File: config.mk
export PLATFORM = sky130hd
export DESIGN_NAME = clkdiv_ctrl
export DESIGN_NICKNAME = d
export VERILOG_FILES = /design/src/rtl/clkdiv_ctrl.sv
export SDC_FILE = /design/constraint.sdc
export NUM_CORES = 1
export LEC_CHECK = 0
export BUFFER_PORTS_ARGS = -buffer_cell sky130_fd_sc_hd__buf_4
export CORE_AREA = 2 2 59 117
export CTS_CLUSTER_SIZE = 14
export DETAILED_ROUTE_END_ITERATION = 6
export DIE_AREA = 0 0 61 119
export PLACE_DENSITY = 0.7
export SYNTH_ARGS = -nofsm -noshare
export SYNTH_HDL_FRONTEND = slang
export SYNTH_SLANG_ARGS = --single-unit
File: constraint.sdc
create_clock -name sys_clk -period 5.9 [get_ports sys_clk]
set_clock_uncertainty 0.2 [all_clocks]
set_input_delay 1.18 -clock sys_clk [delete_from_list [all_inputs] [get_ports sys_clk]]
set_output_delay 1.18 -clock sys_clk [all_outputs]
set_load 0.05 [all_outputs]
File: src/rtl/clkdiv_ctrl.sv
// Run-time divided-clock controller: glitch-free start/stop and ratio changes that are
// applied only at period boundaries, so clk_out never produces a runt pulse.
module clkdiv_ctrl #(
  parameter int          CNT_W       = 16,
  parameter int unsigned DIV_DEFAULT = 32'd10
) (
  input  logic             sys_clk,
  input  logic             sys_rst,
  input  logic             start,
  input  logic             stop,
  input  logic [CNT_W-1:0] cfg_div,
  input  logic             cfg_valid,
  output logic             cfg_ready,
  output logic             cfg_err,
  output logic             clk_out,
  output logic             tick,
  output logic             busy
);

  localparam logic [1:0] ST_IDLE = 2'd0;
  localparam logic [1:0] ST_RUN  = 2'd1;
  localparam logic [1:0] ST_STOP = 2'd2;

  localparam logic [CNT_W-1:0] CNT_ZERO = {CNT_W{1'b0}};
  localparam logic [CNT_W-1:0] CNT_ONE  = {{(CNT_W-1){1'b0}}, 1'b1};
  localparam logic [CNT_W-1:0] CNT_TWO  = {{(CNT_W-2){1'b0}}, 2'b10};
  localparam logic [CNT_W-1:0] DIV_RST  = DIV_DEFAULT[CNT_W-1:0];

  logic [1:0]       state_r, state_s;
  logic [CNT_W-1:0] cnt_r, cnt_s;
  logic [CNT_W-1:0] d_act_r, d_act_s;
  logic [CNT_W-1:0] pend_r, pend_s;
  logic             pend_full_r, pend_full_s;
  logic             err_s;
  logic             xfer_s;
  logic             boundary_s;
  logic             run_s;
  logic [CNT_W-1:0] cnt_adv_s;
  logic             clk_out_r, tick_r, cfg_err_r, busy_r, cfg_ready_r;

  assign xfer_s     = cfg_valid && !pend_full_r;
  assign boundary_s = (cnt_r == (d_act_r - CNT_ONE));
  assign cnt_adv_s  = boundary_s ? CNT_ZERO : (cnt_r + CNT_ONE);

  // Next-state, counter, ratio and pending-config logic.
  always_comb begin
    state_s     = state_r;
    cnt_s       = cnt_r;
    d_act_s     = d_act_r;
    pend_s      = pend_r;
    pend_full_s = pend_full_r;
    err_s       = 1'b0;

    case (state_r)
      ST_IDLE: begin
        cnt_s = CNT_ZERO;
        if (start && !stop) begin
          state_s = ST_RUN;
        end else begin
          state_s = ST_IDLE;
        end
      end
      ST_RUN: begin
        cnt_s = cnt_adv_s;
        if (stop) begin
          state_s = ST_STOP;
        end else begin
          state_s = ST_RUN;
        end
      end
      ST_STOP: begin
        cnt_s = cnt_adv_s;
        if (start) begin
          state_s = ST_RUN;
        end else if (boundary_s) begin
          state_s = ST_IDLE;
        end else begin
          state_s = ST_STOP;
        end
      end
      default: begin
        state_s = ST_IDLE;
        cnt_s   = CNT_ZERO;
      end
    endcase

    // A held ratio swaps in exactly when the counter wraps, including on the way to IDLE.
    if ((state_r != ST_IDLE) && boundary_s && pend_full_r) begin
      d_act_s     = pend_r;
      pend_full_s = 1'b0;
    end else begin
      pend_full_s = pend_full_s;
    end

    if (xfer_s) begin
      if (cfg_div < CNT_TWO) begin
        err_s = 1'b1;
      end else if (state_r == ST_IDLE) begin
        d_act_s = cfg_div;
      end else begin
        pend_s      = cfg_div;
        pend_full_s = 1'b1;
      end
    end else begin
      err_s = 1'b0;
    end
  end

  assign run_s = (state_s != ST_IDLE);

  // State and registered outputs, computed from next-state so outputs align with cnt.
  always_ff @(posedge sys_clk) begin
    if (sys_rst) begin
      state_r     <= ST_IDLE;
      cnt_r       <= CNT_ZERO;
      d_act_r     <= DIV_RST;
      pend_r      <= CNT_ZERO;
      pend_full_r <= 1'b0;
      clk_out_r   <= 1'b0;
      tick_r      <= 1'b0;
      cfg_err_r   <= 1'b0;
      busy_r      <= 1'b0;
      cfg_ready_r <= 1'b1;
    end else begin
      state_r     <= state_s;
      cnt_r       <= cnt_s;
      d_act_r     <= d_act_s;
      pend_r      <= pend_s;
      pend_full_r <= pend_full_s;
      clk_out_r   <= run_s && (cnt_s < (d_act_s >> 1));
      tick_r      <= run_s && (cnt_s == CNT_ZERO);
      cfg_err_r   <= err_s;
      busy_r      <= run_s;
      cfg_ready_r <= !pend_full_s;
    end
  end

  assign clk_out   = clk_out_r;
  assign tick      = tick_r;
  assign cfg_err   = cfg_err_r;
  assign busy      = busy_r;
  assign cfg_ready = cfg_ready_r;

endmodule

Yosys cells after proc, flatten, opt, wreduce, memory -nomap -nowiden. Index checks and enable logic that the tools add are counted. Widths: inputs -> output; s select.

Register bits: 56. Input port bits: 21. Output and inout bits: 5. Word-level logic and storage cells: 52.

$add $sub $neg: 2. Magnitude comparators: 2. Equal/unequal tests: 3. Multiplexer cells: 16. Bitwise operators: 3. Reduce and logical (&&, ||, !) cells: 16.

Operators with widths (count): $mux 16 (6); $add 16x1->16 const B (1); $eq 16x16->1 (1); $logic_not 16->1 (1); $lt 16x15->1 (1); $lt 16x2->1 const B (1); $sub 16x1->16 const B (1); $logic_and 1x1->1 (6); $mux 1 (6); $mux 2 (3); $pmux 2 s3 (1); $reduce_bool 2->1 (2); $reduce_or 2->1 (2); $logic_not 1->1 (3); $not 1->1 (3); $reduce_and 3->1 (1); $eq 2x1->1 const B (1); $eq 2x2->1 const B (1); $logic_not 2->1 (1).

Longest topological paths before layout. Gate-level depths: netlist (run 1).

Word-level depth: 10. Gate-level depth with buffers: 21. Gate-level depth less buffers: 19.

Worst setup path after synthesis (run 1). Ideal clock, no wire load.

Path kind: register -> register. From: register d_act_r[6]. To: register clk_out_r, in the netlist clk_out. Library setup time: 0.060 ns. Arrival: 4.476 ns. Data required time: 5.640 ns. Setup slack: 1.164 ns. Stages on the path, launching flop included: 20. Buffers on the path: 3. Clock period less this slack: 4.736 ns. Path through: dfxtp_1 -> buf_6 -> or4_4 -> or3_1 -> a2111o_1 -> a22o_1 -> or4_1 -> buf_6 -> nor2_8 -> buf_12 -> mux2i_1 -> a21o_1 -> ha_1 -> a21o_1 -> a21o_1 -> a21oi_1 -> o311ai_0 -> a21o_1 -> a31oi_1 -> o311a_1.

Word-level cells in the longest chain between the ends: 10. Elaborated cells between the ends (all ways): 16. Those cells by class: add/sub: 1; order compare: 1; eq/ne: 1; mux: 9; reduce/logical: 4.

Ends and longest elaborated chain: from (decl) (RTL line 31) `logic [CNT_W-1:0] d_act_r, d_act_s;`; from (signal assigned) (RTL line 127) `d_act_r <= d_act_s;`; $sub 16x1->16 (RTL line 42) `assign boundary_s = (cnt_r == (d_act_r - CNT_ONE));`; $eq 16x16->1 (RTL line 42); $logic_and 1x1->1 (2 in series) (RTL line 88) `if ((state_r != ST_IDLE) && boundary_s && pend_full_r) begin`; $mux 16 (RTL line 88); $mux 16 (RTL line 98) `end else if (state_r == ST_IDLE) begin`; $mux 16 (RTL line 96) `if (cfg_div < CNT_TWO) begin`; $mux 16 (RTL line 95) `if (xfer_s) begin`; $lt 16x15->1 (RTL line 130) `clk_out_r <= run_s && (cnt_s < (d_act_s >> 1));`; $logic_and 1x1->1 (*) (RTL line 130); to (signal assigned) (RTL line 130); to (decl) (RTL line 39) `logic clk_out_r, tick_r, cfg_err_r, busy_r, cfg_ready_r;`.

Mark *: on every way between the ends. The rest lies on a longest branch, timed or not. A chain may end at the register's enable or synchronous reset.

Worst setup path after layout (run 1). Ends and elaborated chain as after synthesis.

==> results.sh, run 1 <==
export IMPL_status="completed"
export IMPL_critPathLaunchType="register"
export IMPL_dp_hpwl_microns=6670
export IMPL_clk_pin_slew_worst_paths_ns=0.07
export IMPL_ys_warn_count=0
export IMPL_coreArea_sq_um=6460
export IMPL_netlist_instances=392
export IMPL_drc_errors=0
export IMPL_grt_overflow_total=0
export IMPL_vias=2891
export IMPL_ant_nets=0
export IMPL_rsz0062_at_grt="false"
export IMPL_clock_fmax_ghz=0.190
export IMPL_power_density_nw_per_um2=237
export IMPL_syn_area_sq_um=3400
export IMPL_grt_max_degree=45
export IMPL_fp_row_count=42
export IMPL_clkSinkCount=56
export IMPL_fin_setup_tns_ns=0
export IMPL_routedWlPerCell_microns=17.8
export IMPL_wl_microns=8740
export IMPL_hold_buffers=0
export IMPL_drtIter0Drc=195
export IMPL_port_buffers=25
export IMPL_fin_crit_ns=5.27
export IMPL_synthFlopType="dfxtp_1"
export IMPL_numCtsBuffers=5
export IMPL_post_route_period_util_pct=89.3
export IMPL_via_per_inst=5.89
export IMPL_cp_num_buf_inv=0
export IMPL_yosysUniqueCellTypes=48
export IMPL_drive_gt1_share_pct=9.93
export IMPL_crit_path_frequent_cell="a21o_1"
export IMPL_dp_cells=483
export IMPL_ys_seq_area_share_pct=33.0
export IMPL_crit_required_ns=5.95
export IMPL_cts_tree="built"
export IMPL_ys_ff_latch=56
export IMPL_htreeDepth=2
export IMPL_root_buffer="clkbuf_16"
export IMPL_async_flop_share_pct=0
export IMPL_maxSlewHeadroom_pct=21.4
export IMPL_dr_pass1_iters=4
export IMPL_worst_setup_path_type="reg2reg"
export IMPL_clock_path_buffers=2
export IMPL_crit_fanout=17
export IMPL_final_max_slew_viol_count=0
export IMPL_grt_pass1_wl_microns=13700
export IMPL_cpMaxStageDelayCell="or4_1"
export IMPL_critical_path_top_delay_family="simple AND/OR/NAND/NOR gates"
export IMPL_critPathArrivalTime_ns=5.32
export IMPL_gr_usage_all_layers_pct=25.4
export IMPL_finalWeightedCongestion=0.976
export IMPL_setup_violations=0
export IMPL_worst_slew_pin_transition_ns=1.17
export IMPL_critPathMaxStageDelay_ns=0.74
export IMPL_synth_edf_count=0
export IMPL_hp_class="reg2reg"
export IMPL_io_pin_count=26
export IMPL_area_delta_synth_final_pct=9.75
export IMPL_floorplan_initialDensity_pct=52.6
export IMPL_cts_resized=0
export IMPL_worstSetupEndpointType="register"
export IMPL_finalHoldViolations=0
export IMPL_syn_avg_cell_area_sq_um=8.68
export IMPL_path_cells="or4_4, or3_1, a2111o_1, a22o_1, or4_1, nor2_8, mux2i_1, a21o_1, ha_1, a21o_1, a21o_1, a21oi_1, a211oi_1, nand4_1, o21ai_0, a31oi_1, o311a_1"
export IMPL_nNetsFinal=443
export IMPL_vdd_drop_max_v=0.000184
export IMPL_drv_cap=0
export IMPL_power_leakage_nw=1.46
export IMPL_antenna_found_initial=0
export IMPL_clk_latency_ns=0.30
export IMPL_stdcell_count=491
export IMPL_diodes=0
export IMPL_synth_net_count=433
export IMPL_cts_setup_buffers=0
export IMPL_fp_dieW_microns=61
export IMPL_die_area_sq_um=7260
export IMPL_die_h_microns=119
export IMPL_grt_pass1_vias=2837
==> kinds of logic (layout without fill, tap and decap cells) <==
family,count (synthesis),count (layout),synth area share [%]
xor gates and xnor gates,39,39,10.0
muxes,30,30,8.83
and+or+nand+nor,147,147,21.8
AOI/OAI and AO/OA,67,67,14.3
DFF,56,56,33.0
adders and majority gates,20,20,7.36
buffers and inverters,33,44,4.67
==> per-layer routing <==
metal	GRT usage, %	wire, microns
met1	28.4	3400
met2	43.5	4650
met3	3.91	232
met4	13.7	446
met5	0	0
==> area by class of cell <==
type	count	area [sq um]
fill	609	2730
multi-input combinational	303	2120
sequential	56	1120
timing repair buffer	26	195
clock buffer	6	129
tap	88	110
inverter	10	37.5
clock inverter	2	16.3
==> cell usage in the layout, fill, tap and decap left out, types with 14 or more instances in the layout <==
cell type	count
xnor2_1	27
dfxtp_1	56
ha_1	20
a21o_1	22
a211oi_1	19
nand4_1	16
nor2_1	69
nor3_1	14
mux2i_1	30
buf_4	26
==> metrics by stage <==
stage                     util, %  hold slack, ns  setup slack (ns)  power [mW]  cell area [sq um]
after CTS                    57.7           0.275             0.667       0.891               3730
after detailed placement     55.5           0.265             0.708       0.593               3590
after floorplan                 -           0.230              1.16       0.544               3400
final                        57.7           0.277             0.630       0.886               3730
after global placement       55.5           0.265             0.843       0.588               3590
after global routing         57.7           0.318             0.402       0.925               3730
==> cell usage after synthesis (all sizes together), types with 6 or more instances <==
library cell	n	area, sq um
nand4	16	100
dfxtp	56	1120
xor2	12	105
a211oi	19	143
mux2i	30	300
nor4	7	50.1
a21o	22	165
clkbuf	17	65.1
buf	6	56.3
nor2	70	279
inv	10	37.5
xnor2	27	236
o21ai	6	30.0
ha	20	250
nor3	14	70.1
nand2	8	30.0
nand3	10	50.1
==> registers in the layout, indices dropped and copies added, names as in the netlist <==
signal       flops
busy             1
cfg_err          1
cfg_ready        1
clk_out          1
cnt_r           16
d_act_r         16
pend_full_r      1
pend_r          16
state_r          2
tick             1
==> path summary, 6_finish.rpt <==
check,endpoint,slack [ns],cells after the start,start
min reg2reg,cfg_err,0.28,1,pend_full_r
max,clk_out,0.63,17,d_act_r[6]
min,cfg_err,0.28,1,pend_full_r
max reg2reg,clk_out,0.63,17,d_act_r[6]
==> report_power, final <==
part           total, mW  internal, mW  switching [mW]
clock              0.301         0.159           0.142
sequential         0.422         0.396          0.0256
combinational      0.163        0.0731          0.0903
Note: power is estimated with default switching activity, not from simulation.
==> inputs of run 2 (changes only) <==
--- a/config.mk
+++ b/config.mk
@@ -11,6 +11,7 @@
 export DETAILED_ROUTE_END_ITERATION = 6
 export DIE_AREA = 0 0 61 119
 export PLACE_DENSITY = 0.7
+export RECOVER_POWER = 50
 export SYNTH_ARGS = -nofsm -noshare
 export SYNTH_HDL_FRONTEND = slang
 export SYNTH_SLANG_ARGS = --single-unit
==> results.sh, run 2 (synthesized netlist as in run 1, its figures left out) <==
export IMPL_status="finished, violations left"
export IMPL_violations="max-capacitance violations, max-slew violations"
export IMPL_path_cells="or4_1, or3_1, a2111o_1, a22o_1, or4_1, nor2_8, mux2i_1, a21o_1, ha_1, a21o_1, a21o_1, a21oi_1, a211oi_1, nand4_1, o21ai_0, a31oi_1, o311a_1"
export IMPL_port_buffers=25
export IMPL_ant_nets=0
export IMPL_maxSlewHeadroom_pct=-37.9
export IMPL_root_buffer="clkbuf_16"
export IMPL_finalWeightedCongestion=0.976
export IMPL_min_delay_path_depth=1
export IMPL_crit_path_frequent_cell="a21o_1"
export IMPL_worstSetupEndpointType="register"
export IMPL_clock_path_buffers=2
export IMPL_cpMaxStageDelayCell="or4_1"
export IMPL_clock_fmax_ghz=0.189
export IMPL_critPathMaxStageDelay_ns=0.74
export IMPL_clk_pin_slew_worst_paths_ns=0.07
export IMPL_diodes=0
export IMPL_final_common_cell="nor2_1"
export IMPL_setup_violations=0
export IMPL_fin_setup_tns_ns=0
export IMPL_drive_gt1_share_pct=7.69
export IMPL_drv_cap=1
export IMPL_dr_pass1_iters=4
export IMPL_die_h_microns=119
export IMPL_critPathArrivalTime_ns=5.34
export IMPL_power_density_nw_per_um2=239
export IMPL_crit_cells=17
export IMPL_critical_path_top_delay_family="simple AND/OR/NAND/NOR gates"
export IMPL_combPwrFrac_pct=18.2
export IMPL_fin_crit_ns=5.29
export IMPL_seq_area_sq_um=1120
export IMPL_grt_pass1_wl_microns=13700
export IMPL_antenna_found_initial=0
export IMPL_fp_row_count=42
export IMPL_final_max_slew_viol_count=18
export IMPL_cts_tree="built"
export IMPL_seqPwrFrac_pct=47.6
export IMPL_worst_setup_path_type="reg2reg"
export IMPL_cp_num_buf_inv=0
export IMPL_routedWlPerCell_microns=17.9
export IMPL_nNetsFinal=443
export IMPL_grt_max_degree=45
export IMPL_crit_required_ns=5.95
export IMPL_vdd_drop_max_v=0.000185
export IMPL_critPathLaunchType="register"
export IMPL_cts_setup_buffers=0
export IMPL_numCtsBuffers=5
export IMPL_die_area_sq_um=7260
export IMPL_clkSinkCount=56
export IMPL_area_delta_synth_final_pct=8.79
export IMPL_floorplan_initialDensity_pct=52.6
export IMPL_post_route_period_util_pct=89.6
export IMPL_p_total_mw=0.885
export IMPL_hp_class="reg2reg"
export IMPL_p_int_mw=0.625
export IMPL_cts_resized=0
export IMPL_finalHoldViolations=0
export IMPL_multi_input_area_sq_um=2120
export IMPL_vias=2903
export IMPL_grt_overflow_total=0
export IMPL_p_clk_share_pct=34.2
export IMPL_grt_pass1_vias=2837
export IMPL_nFillCells=623
export IMPL_drtIter0Drc=215
export IMPL_htreeDepth=2
export IMPL_swShare_pct=29.4
export IMPL_via_per_inst=5.91
export IMPL_worst_slew_pin_transition_ns=2.06
export IMPL_gr_usage_all_layers_pct=25.4
export IMPL_p_sw_mw=0.260
export IMPL_fp_dieW_microns=61
export IMPL_reg_top3="cnt_r: 16 flops, d_act_r: 16 flops, pend_r: 16 flops"
export IMPL_rsz0062_at_grt="false"
export IMPL_power_leakage_nw=1.43
export IMPL_crit_fanout=17
export IMPL_coreArea_sq_um=6460
export IMPL_layout_common_cells="69 x nor2_1, 56 x dfxtp_1, 30 x mux2i_1"
export IMPL_wl_microns=8800
export IMPL_r2r_cells=17
export IMPL_hold_buffers=0
export IMPL_io_pin_count=26
export IMPL_clk_latency_ns=0.30
export IMPL_dp_hpwl_microns=6670
export IMPL_drc_errors=0
[run 2: cell types whose count changed in the layout (fill, tap and decap cells not counted)]
cell      change
nor2b_2       -1
clkbuf_1      +7
nor2b_1       +1
or4_1         +1
or4_4         -1
buf_4         -7
[run 2: final timing paths]
kind	end	slack [ns]	startpoint
hold reg to reg	cfg_err	0.27	pend_full_r
setup reg to reg	clk_out	0.61	d_act_r[6]
hold / removal	cfg_err	0.27	pend_full_r
setup / recovery	clk_out	0.61	d_act_r[6]
[run 2: per-layer routing]
layer | share of wire (%) | track usage [%] | up-vias
li1 | - | - | 1422
met1 | 39 | 28.4 | 1399
met2 | 53 | 43.5 | 58
met3 | 2.7 | 3.91 | 24
met4 | 4.5 | 13.7 | 0
met5 | 0 | 0 | -
[run 2: power by group through the flow]
| stage | registers, mW | logic [mW] | clock network (mW) |
|---|---|---|---|
| 6_report | 0.422 | 0.161 | 0.302 |
| 5_1_grt | 0.423 | 0.177 | 0.321 |
| 4_1_cts | 0.421 | 0.164 | 0.305 |
| 3_5_place_dp | 0.430 | 0.163 | 0 |
| 3_3_place_gp | 0.429 | 0.158 | 0 |
| 2_1_floorplan | 0.425 | 0.119 | 0 |
[run 2: final cells by class]
type                            count  share of cell area [%]
Sequential cell                    56                    30.3
Inverter                           10                    1.01
Clock buffer                        6                    3.48
Multi-Input combinational cell    303                    57.2
Timing Repair Buffer               26                    4.57
Tap cell                           88                    2.98
Clock inverter                      2                   0.440
[run 2: metrics by stage]
step           setup WS [ns]  instances  instance area, sq um  hold WS (ns)  util (%)
6_report               0.612        491                  3700         0.274      57.2
5_1_grt                0.378        491                  3700         0.318      57.2
4_1_cts                0.667        491                  3730         0.275      57.7
3_5_place_dp           0.708        483                  3590         0.265      55.5
3_3_place_gp           0.843        483                  3590         0.265      55.5
2_1_floorplan           1.16        392                  3400         0.230         -
==> inputs of run 3 (changes only) <==
--- a/config.mk
+++ b/config.mk
@@ -5,12 +5,13 @@
 export SDC_FILE = /design/constraint.sdc
 export NUM_CORES = 1
 export LEC_CHECK = 0
+export ABC_AREA = 1
 export BUFFER_PORTS_ARGS = -buffer_cell sky130_fd_sc_hd__buf_4
-export CORE_AREA = 2 2 59 117
+export CORE_AREA = 2 2 61 120
 export CTS_CLUSTER_SIZE = 14
 export DETAILED_ROUTE_END_ITERATION = 6
-export DIE_AREA = 0 0 61 119
-export PLACE_DENSITY = 0.7
+export DIE_AREA = 0 0 63 122
+export PLACE_DENSITY = 0.69
 export RECOVER_POWER = 50
 export SYNTH_ARGS = -nofsm -noshare
 export SYNTH_HDL_FRONTEND = slang
==> results.sh, run 3 <==
export IMPL_status="completed"
export IMPL_yosys_area_share_simple_pct=34.0
export IMPL_yosys_area_top_type="dfxtp_1"
export IMPL_fin_ws_ns=1.60
export IMPL_cts_tree="built"
export IMPL_worst_slew_pin_transition_ns=1.08
export IMPL_setup_violations=0
export IMPL_nNetsFinal=586
export IMPL_area_delta_synth_final_pct=9.02
export IMPL_clkSinkCount=56
export IMPL_coreArea_sq_um=6830
export IMPL_synthXorXnorAreaFrac_pct=4.87
export IMPL_fin_setup_tns_ns=0
export IMPL_syn_area_sq_um=3590
export IMPL_yosys_top_cells_count="97 x nand2_1, 74 x inv_1, 71 x nor2_1"
export IMPL_gr_usage_all_layers_pct=24.2
export IMPL_ant_nets=0
export IMPL_layout_common_cells="98 x nand2_1, 75 x inv_1, 73 x nor2_1"
export IMPL_crit_required_ns=5.89
export IMPL_netlist_instances=527
export IMPL_ys_ff_latch=56
export IMPL_grt_pass1_vias=3010
export IMPL_synth_area_leaders="dfxtp_1 31%, nand2_1 10%, inv_1 7.7%, nor2_1 7.4%, ha_1 7.0%"
export IMPL_fp_dieW_microns=63
export IMPL_drc_errors=0
export IMPL_synth_compound_area_share_pct=12.8
export IMPL_rsz0062_at_grt="false"
export IMPL_grt_pass1_wl_microns=14300
export IMPL_routedWlPerCell_microns=14.1
export IMPL_cpMaxStageDelayCell="clkinvlp_2"
export IMPL_holdCritStartpoint="pend_r[10]"
export IMPL_critPathMaxStageDelay_ns=0.47
export IMPL_clock_fmax_ghz=0.233
export IMPL_path_cells="inv_1, ha_1, nand3_1, nor2_1, nand2_1, nand2_1, nand4_1, nor2_1, nand3_1, nand2_1, clkinvlp_2, nand2_1, inv_1, ha_1, a21oi_1, nand3b_1, a211o_1, nand3_1, a21oi_2"
export IMPL_die_h_microns=122
export IMPL_via_per_inst=5.19
export IMPL_final_common_cell="nand2_1"
export IMPL_p_total_mw=0.885
export IMPL_finalWeightedCongestion=0.981
export IMPL_clock_path_buffers=2
export IMPL_cts_setup_buffers=0
export IMPL_power_leakage_nw=1.86
export IMPL_synth_top_area_share_pct=31.2
export IMPL_dr_pass1_iters=4
export IMPL_hold_buffers=0
export IMPL_dp_cells=628
export IMPL_htreeDepth=2
export IMPL_synth_edf_count=0
export IMPL_io_pin_count=26
export IMPL_cts_resized=0
export IMPL_rrSetupSlack_ns=1.60
export IMPL_critical_path_top_delay_family="simple AND/OR/NAND/NOR gates"
export IMPL_ys_seq_area_share_pct=31.2
export IMPL_critPathArrivalTime_ns=4.29
export IMPL_synth_top_family_by_area="simple AND/OR/NAND/NOR gates"
export IMPL_root_buffer="clkbuf_16"
export IMPL_synth_net_count=568
export IMPL_grt_max_degree=36
export IMPL_floorplan_initialDensity_pct=52.6
export IMPL_whs_ns=0.255
export IMPL_syn_avg_cell_area_sq_um=6.82
export IMPL_vias=3300
export IMPL_synth_most_common_cell="nand2_1"
export IMPL_diodes=0
export IMPL_maxSlewHeadroom_pct=27.9
export IMPL_ys_warn_count=0
export IMPL_clk_pin_slew_worst_paths_ns=0.07
export IMPL_power_density_nw_per_um2=226
export IMPL_worstSetupEndpointType="register"
export IMPL_post_route_period_util_pct=72.8
export IMPL_worst_setup_path_type="reg2reg"
export IMPL_design_area_sq_um=3920
export IMPL_drtIter0Drc=216
export IMPL_async_flop_share_pct=0
export IMPL_hp_class="reg2reg"
export IMPL_cp_num_buf_inv=3
export IMPL_place_area_sq_um=3830
export IMPL_grt_overflow_total=0
export IMPL_port_buffers=25
export IMPL_antenna_found_initial=0
export IMPL_yosysUniqueCellTypes=38
export IMPL_dp_slack_ns=1.33
export IMPL_critPathLaunchType="register"
export IMPL_stdcell_count=636
export IMPL_reg_top3="cnt_r: 16 flops, d_act_r: 16 flops, pend_r: 16 flops"
export IMPL_synth_mux_area_share_pct=0
export IMPL_fp_row_count=43
export IMPL_synthFlopType="dfxtp_1"
export IMPL_vdd_drop_max_v=0.000214
export IMPL_fin_crit_ns=4.30
export IMPL_wl_microns=8940
export IMPL_crit_fanout=14
export IMPL_die_area_sq_um=7690
export IMPL_drv_cap=0
export IMPL_drive_gt1_share_pct=10.1
export IMPL_dp_hpwl_microns=6970
export IMPL_numCtsBuffers=5
export IMPL_crit_path_frequent_cell="nand2_1"
export IMPL_yosys_area_share_adder_pct=6.96
export IMPL_clk_latency_ns=0.30
export IMPL_finalHoldViolations=0
export IMPL_fin_util_pct=57.3
export IMPL_r2r_start="d_act_r[0]"
export IMPL_final_max_slew_viol_count=0
export IMPL_startpoint="d_act_r[0]"
[run 3: metal layers]
layer  part of all wire [%]  global-route usage (%)  vias to the layer above
li1                       -                       -                     1746
met4                    4.2                    12.2                        0
met3                    2.7                    3.14                       26
met2                     53                    44.9                       69
met1                     40                    26.3                     1459
met5                      0                       0                        -
[run 3: kinds of logic after synthesis]
kind of cell	after synthesis
flip-flops	56
buffers and inverters	94
XOR/XNOR	20
adder cells (fa/ha/maj)	20
AO/OA/AOI/OAI	82
AND/OR/NAND/NOR	255
[run 3: worst reg2reg max path: cells and delay by family, from the launching register on]
kind / cells / cell delay [ns]
buffers and inverters: 3 / 0.81
and+or+nand+nor: 11 / 1.87
AOI/OAI and AO/OA: 3 / 0.36
DFF: 1 / 0.37
adders and majority gates: 2 / 0.57
[run 3: worst paths after layout]
kind | endpoint | depth (start not counted)
worst max-delay path | clk_out | 19
worst min-delay path | pend_r[10] | 2
worst max register to register | clk_out | 19
worst min register to register | pend_r[10] | 2
[run 3: power breakdown]
| group | switching, mW | internal (mW) |
|---|---|---|
| combinational | 0.108 | 0.0609 |
| sequential | 0.0200 | 0.397 |
| clock | 0.141 | 0.159 |
[run 3: layout make-up]
cell class / count / area [sq um]
multi-input cells: 377 / 2080
well taps: 90 / 113
clock buffers: 6 / 129
fillers: 698 / 2920
inverters: 80 / 302
repair buffers: 25 / 161
flip-flops and latches: 56 / 1120
clock inverters: 2 / 16.3
